**src/rtl/dma_sequencer.sv**
```systemverilog
// dma_sequencer: drives an am2940 address generator (instr/datain, done) and runs the
// peripheral dreq/dack handshake plus memory strobes for one programmed block transfer.
// Optional feature macro: DMA_SEQUENCER_XFER_CNT_EN (builds the completed-word counter).
module dma_sequencer #(
    parameter int unsigned STROBE_CYCLES = 2,
    parameter logic [2:0]  NOP_INSTR     = 3'b011
) (
    input  logic        clk,
    input  logic        reset,
    input  logic        start,
    input  logic        abort,
    input  logic [7:0]  host_addr,
    input  logic [7:0]  host_count,
    input  logic [2:0]  host_mode,
    input  logic        host_dir,
    input  logic        done,
    input  logic        dreq,
    output logic [2:0]  instr,
    output logic [7:0]  datain,
    output logic        dack,
    output logic        mem_rd,
    output logic        mem_wr,
    output logic        busy,
    output logic        irq,
    output logic [15:0] xfer_cnt
);

    localparam int unsigned STROBE_W   = 4;
    localparam int unsigned DATA_W     = 8;
    localparam int unsigned CNT_W      = 16;
    localparam logic [STROBE_W-1:0] STROBE_LOAD = STROBE_W'(STROBE_CYCLES - 1);

    localparam logic [2:0] I_WR_CR  = 3'b000;
    localparam logic [2:0] I_REINIT = 3'b100;
    localparam logic [2:0] I_LD_AR  = 3'b101;
    localparam logic [2:0] I_LD_WR  = 3'b110;
    localparam logic [2:0] I_ENABLE = 3'b111;

    typedef enum logic [3:0] {
        S_IDLE,
        S_LD_CR,
        S_LD_AR,
        S_LD_WR,
        S_REINIT,
        S_WAIT_REQ,
        S_XFER,
        S_STEP,
        S_FINISH
    } state_e;

    state_e              state_q, state_d;
    logic [STROBE_W-1:0] strobe_q, strobe_d;
    logic                last_q, last_d;
    logic [2:0]          mode_q, mode_d;
    logic [DATA_W-1:0]   addr_q, addr_d;
    logic [DATA_W-1:0]   count_q, count_d;
    logic                dir_q, dir_d;

    logic [2:0]          instr_q, instr_d;
    logic [DATA_W-1:0]   datain_q, datain_d;
    logic                dack_q, dack_d;
    logic                mem_rd_q, mem_rd_d;
    logic                mem_wr_q, mem_wr_d;
    logic                busy_q, busy_d;
    logic                irq_q, irq_d;

    // Next-state, shadow-register capture and strobe countdown
    always_comb begin
        state_d  = state_q;
        strobe_d = strobe_q;
        last_d   = last_q;
        mode_d   = mode_q;
        addr_d   = addr_q;
        count_d  = count_q;
        dir_d    = dir_q;
        case (state_q)
            S_IDLE: begin
                if (start) begin
                    state_d = S_LD_CR;
                    mode_d  = host_mode;
                    addr_d  = host_addr;
                    count_d = host_count;
                    dir_d   = host_dir;
                    last_d  = 1'b0;
                end
            end
            S_LD_CR:  state_d = S_LD_AR;
            S_LD_AR:  state_d = S_LD_WR;
            S_LD_WR:  state_d = S_REINIT;
            S_REINIT: state_d = S_WAIT_REQ;
            S_WAIT_REQ: begin
                if (abort) begin
                    state_d = S_FINISH;
                end else if (dreq) begin
                    state_d  = S_XFER;
                    strobe_d = STROBE_LOAD;
                end
            end
            S_XFER: begin
                if (strobe_q == '0) begin
                    last_d  = done;
                    state_d = S_STEP;
                end else begin
                    strobe_d = strobe_q - STROBE_W'(1);
                end
            end
            S_STEP:   state_d = (last_q || abort) ? S_FINISH : S_WAIT_REQ;
            S_FINISH: state_d = S_IDLE;
            default:  state_d = S_IDLE;
        endcase
    end

    // Output decode of the upcoming state, registered so outputs depend on state only
    always_comb begin
        instr_d  = NOP_INSTR;
        datain_d = '0;
        dack_d   = 1'b0;
        mem_rd_d = 1'b0;
        mem_wr_d = 1'b0;
        irq_d    = 1'b0;
        busy_d   = (state_d != S_IDLE);
        case (state_d)
            S_LD_CR: begin
                instr_d  = I_WR_CR;
                datain_d = {5'b0, mode_d};
            end
            S_LD_AR: begin
                instr_d  = I_LD_AR;
                datain_d = addr_d;
            end
            S_LD_WR: begin
                instr_d  = I_LD_WR;
                datain_d = count_d;
            end
            S_REINIT: instr_d = I_REINIT;
            S_XFER: begin
                dack_d   = 1'b1;
                mem_rd_d = dir_d;
                mem_wr_d = ~dir_d;
            end
            S_STEP:   instr_d = I_ENABLE;
            S_FINISH: irq_d   = 1'b1;
            default: ;
        endcase
    end

    // State, shadow and output registers
    always_ff @(posedge clk or posedge reset) begin
        if (reset) begin
            state_q  <= S_IDLE;
            strobe_q <= '0;
            last_q   <= 1'b0;
            mode_q   <= '0;
            addr_q   <= '0;
            count_q  <= '0;
            dir_q    <= 1'b0;
            instr_q  <= NOP_INSTR;
            datain_q <= '0;
            dack_q   <= 1'b0;
            mem_rd_q <= 1'b0;
            mem_wr_q <= 1'b0;
            busy_q   <= 1'b0;
            irq_q    <= 1'b0;
        end else begin
            state_q  <= state_d;
            strobe_q <= strobe_d;
            last_q   <= last_d;
            mode_q   <= mode_d;
            addr_q   <= addr_d;
            count_q  <= count_d;
            dir_q    <= dir_d;
            instr_q  <= instr_d;
            datain_q <= datain_d;
            dack_q   <= dack_d;
            mem_rd_q <= mem_rd_d;
            mem_wr_q <= mem_wr_d;
            busy_q   <= busy_d;
            irq_q    <= irq_d;
        end
    end

`ifdef DMA_SEQUENCER_XFER_CNT_EN
    logic [CNT_W-1:0] xfer_cnt_q, xfer_cnt_d;

    // Completed-word count: clears on an accepted start, bumps once per STEP, wraps
    always_comb begin
        xfer_cnt_d = xfer_cnt_q;
        if (state_q == S_IDLE && start) begin
            xfer_cnt_d = '0;
        end else if (state_q == S_STEP) begin
            xfer_cnt_d = xfer_cnt_q + CNT_W'(1);
        end
    end

    // Completed-word count register
    always_ff @(posedge clk or posedge reset) begin
        if (reset) begin
            xfer_cnt_q <= '0;
        end else begin
            xfer_cnt_q <= xfer_cnt_d;
        end
    end

    assign xfer_cnt = xfer_cnt_q;
`else
    assign xfer_cnt = CNT_W'(0);
`endif

    assign instr  = instr_q;
    assign datain = datain_q;
    assign dack   = dack_q;
    assign mem_rd = mem_rd_q;
    assign mem_wr = mem_wr_q;
    assign busy   = busy_q;
    assign irq    = irq_q;

endmodule

```
**config.mk**
```make
export PLATFORM = sky130hd
export DESIGN_NAME = dma_sequencer
export DESIGN_NICKNAME = d
export VERILOG_FILES = /design/src/rtl/dma_sequencer.sv
export SDC_FILE = /design/constraint.sdc
export NUM_CORES = 1
export LEC_CHECK = 0
export CORE_MARGIN = 2
export CORE_UTILIZATION = 42
export CTS_CLUSTER_DIAMETER = 40
export DETAILED_ROUTE_END_ITERATION = 10
export PLACE_DENSITY = 0.82
export SLEW_MARGIN = 0
export SYNTH_ARGS = -nofsm -noshare
export SYNTH_HDL_FRONTEND = slang
export SYNTH_SLANG_ARGS = --single-unit
```
**constraint.sdc**
```tcl
create_clock -name clk -period 1.7 [get_ports clk]
set_input_delay 0.34 -clock clk [delete_from_list [all_inputs] [get_ports clk]]
set_output_delay 0.34 -clock clk [all_outputs]
set_load 0.02 [all_outputs]
```
==> flow_metrics.tcl <==
set metrics [dict create \
    drt_iter0_markers 84 \
    grt_antenna_before_repair 0 \
    cp-start-kind "flop" \
    port_buffers 41 \
    wl_per_cell_um 13.7 \
    fp.dieArea_mm2 0.00520 \
    totalWireLength_um 4410 \
    dr_total_vias 1578 \
    highest_signal_layer_in_the_routed_design "met4" \
    synth.area.top_cells "dfrtp_1, nand2_1, buf_4, a22oi_1, dfstp_2" \
    cap_violations 0 \
    num_antenna_cells 0 \
    number_of_sinks_handled_by_clock_tree_synthesis 42 \
    register_area_mm2 0.00106 \
    critical_path.n_buffers_inverters 1 \
    biggest_cell_delay_along_the_critical_path_ns 0.45 \
    clkSlewWorstSetupHoldPaths_ns 0.08 \
    rsz0062_at_grt "yes" \
    leakage_nw 1.31 \
    drc 0 \
    max_freq_ghz 0.555 \
    vias_in_the_first_global_route 1625 \
    post_synth_inst_count 201 \
    synth-async-reset-ratio 1.00 \
    critical_path.cell_chain "buf_4 > and4bb_2 > a32oi_2 > o311ai_2 > or3_4 > o31a_1" \
    gr-total-overflow 0 \
    dieWidth_um 72.1 \
    dr_wl_met3_um 242 \
    placement.setup.worst_slack_ns -0.440 \
    cts.root.buffer_cell "clkbuf_8" \
    slew_violations 0 \
    yosysUniqueCellTypes 41 \
    final_layout_size_suffix_gt1_frac 0.212 \
    final-setup-viol-count 4 \
    timing.critical_path.to_type "flop" \
    num_io_pins 58 \
    detailedRoute.firstPassIterationCount 4 \
    critical_path_arrival_ns 2.03 \
    timing.reg2reg.worst_path_depth 6 \
    place.gp.congestion 0.879 \
    layout.filler_cells 361 \
    failing_checks "negative setup slack" \
    worstReg2RegStart "state_q[1]$_DFF_PP0_" \
    tritoncts_clock_tree "done" \
    grt_start_max_net_pins 43 \
    status "complete, but fails checks" \
    finalWorstPathRequiredPeriod_ns 1.80 \
    cpLargestDelayFamily "simple AND/OR/NAND/NOR gates" \
    post_cts_hold_buffer_count 0 \
    nNetsFinal 297 \
    crit_slowest_cell "dfrtp_2" \
    cts_buffer_count 5 \
    number_of_synthesized_flops_with_an_enable_pin 0 \
    crit_type "reg -> reg" \
    timing.reg2reg.setup_slack_ns -0.10 \
    htree_levels 2 \
    synth_area_mm2 0.00195 \
    final_antenna_net_count 0 \
    grt_first_pass_wirelength_um 7320 \
    worstHoldPathType "in -> async" \
    power.ir.vdd_worst_v 0.000600 \
    regToRegEndpoint "instr[1]$_DFF_PP1_" \
    synth_top_area_share 0.514 \
    met2_wl_um 2130 \
    floorplan.die.height_um 72.1 \
    avgSynthCellArea_um2 9.69 \
    fp-row-count 24 \
    cp_data_required_time_ns 1.93 \
    clock_latency_ns 0.30 \
    power_per_cell_area_mw_per_mm2 1860 \
    core-area_mm2 0.00441 \
    syn2layout_area_growth_pct 41.2 \
    grt.total_usage 0.185 \
    clockBufferDepth 2 \
    multiInputGateArea_um2 818 \
    placed_area_mm2 0.00252 \
    fin_crit_sh 1.06 \
    yosysWarningCount 0 \
    ys_dominant_reg_cell "dfrtp_1" \
    vias_per_cell 4.92 \
    initial_utilization 0.441 \
    met1Wirelength_um 1910 \
    dpl.hpwl_um 2950 \
    synth_sequential_area_ratio 0.541 \
    worst_slack_ns -0.101 \
    postSynthRegisterBits 42 \
    timing_hold_violations_final 0 \
    post-synth-top-area-cell "dfrtp_1" \
    skew_ns 0.00380 \
    final_design_area_no_fill_mm2 0.00275 \
    crit_path_max_fanout 5 \
]
-- synth_stat cells, types with 2 or more instances --
cell type / count
nand2_1: 60
dfrtp_1: 40
buf_4: 17
nor2_1: 13
a22oi_1: 8
inv_1: 6
clkbuf_1: 5
o21ai_0: 5
nor2b_1: 3
nor3b_1: 3
or3_1: 3
a21oi_1: 2
buf_2: 2
dfstp_2: 2
ha_1: 2
nand3_1: 2
o22ai_1: 2
o31a_1: 2
xor2_1: 2
-- flip-flops by register name, indices dropped and copies added, names as in the netlist --
name      flops
addr_q        8
count_q       8
datain        8
state_q       4
strobe_q      4
instr         3
busy          1
dack          1
dir_q         1
irq           1
last_q        1
mem_rd        1
mem_wr        1
-- metrics by stage --
step                      utilization  setup TNS, ns  power [W]  hold WS (ns)  instances
final                           0.623         -0.342    0.00512         0.394        321
after global placement          0.571          -2.22    0.00395         0.459        307
after floorplan                     -              0    0.00310         0.445        216
after CTS                       0.613         -0.224    0.00503         0.392        320
after global routing            0.623         -0.583    0.00546         0.453        321
after detailed placement        0.571          -2.62    0.00404         0.463        307
-- cell usage in the layout (no fill, tap or decap), types with 2 or more instances in the layout --
master           netlist  routed
ha_1                   2       2
o22ai_1                2       2
a22oi_1                8       8
buf_6                  1       2
buf_12                 0       2
dlygate4sd2_1          0       2
clkbuf_8               0       6
nand2_1               60      60
dfrtp_1               40      37
dfrtp_2                0       3
xor2_1                 2       2
nor3b_1                3       2
o31a_1                 2       2
buf_4                 17      27
dfstp_2                2       2
or3_1                  3       2
inv_1                  6       5
o21ai_0                5       5
a21oi_1                2       2
nand3_1                2       2
clkdlybuf4s50_1        0      39
conb_1                 1      16
nor2_1                13      13
nor2b_1                3       3
-- how the worst max path moves through the flow --
stage / to / cells after the start / slack (ns) / from
2_1_floorplan: strobe_q[3]$_DFFE_PP0P_ / 5 / 0.01 / state_q[0]$_DFF_PP0_
3_3_place_gp: strobe_q[3]$_DFFE_PP0P_ / 7 / -0.36 / abort
3_5_place_dp: strobe_q[3]$_DFFE_PP0P_ / 7 / -0.44 / abort
4_1_cts: instr[1]$_DFF_PP1_ / 6 / -0.06 / state_q[1]$_DFF_PP0_
5_1_grt: instr[2]$_DFF_PP0_ / 7 / -0.14 / state_q[1]$_DFF_PP0_
6_report: instr[1]$_DFF_PP1_ / 6 / -0.10 / state_q[1]$_DFF_PP0_
-- report_power, final --
group	internal [W]	total (W)	switching, W	leakage, nW
sequential	0.00145	0.00170	0.000252	0.530
combinational	0.00130	0.00261	0.00131	0.727
clock	0.000470	0.000808	0.000338	0.0573
total	0.00321	0.00512	0.00190	1.31
-- kinds of logic after synthesis --
family                     after synthesis  synth area share
and+or+nand+nor                         91             0.204
AOI/OAI and AO/OA                       30             0.127
DFF                                     42             0.541
xor gates and xnor gates                 3            0.0135
adders and majority gates                2            0.0129
other                                    1           0.00193
buffers and inverters                   32            0.0996
-- layout make-up --
| type | instances | share of cell area |
|---|---|---|
| Clock inverter | 1 | 0.0109 |
| Timing Repair Buffer | 72 | 0.245 |
| Sequential cell | 42 | 0.385 |
| Clock buffer | 6 | 0.0300 |
| Multi-Input combinational cell | 142 | 0.298 |
| Inverter | 6 | 0.00819 |
| Tap cell | 52 | 0.0237 |
-- per-layer routing --
layer,track usage,vias to the layer above
met5,0,-
met3,0.0653,11
li1,-,769
met4,0.0964,0
met2,0.299,45
met1,0.217,753
-- repair_timing --
action	4_1_cts	5_1_grt
endpoints found under the setup margin	11	26
gates cloned	0	0
setup buffers	6	1
gates resized for setup	10	7
pin swaps	8	5
-- worst min-delay path: cells and delay by family --
family / cells / cell delay [ns]
buffers and inverters: 3 / 0.72
No activity file was read; power rests on OpenSTA's default activity.
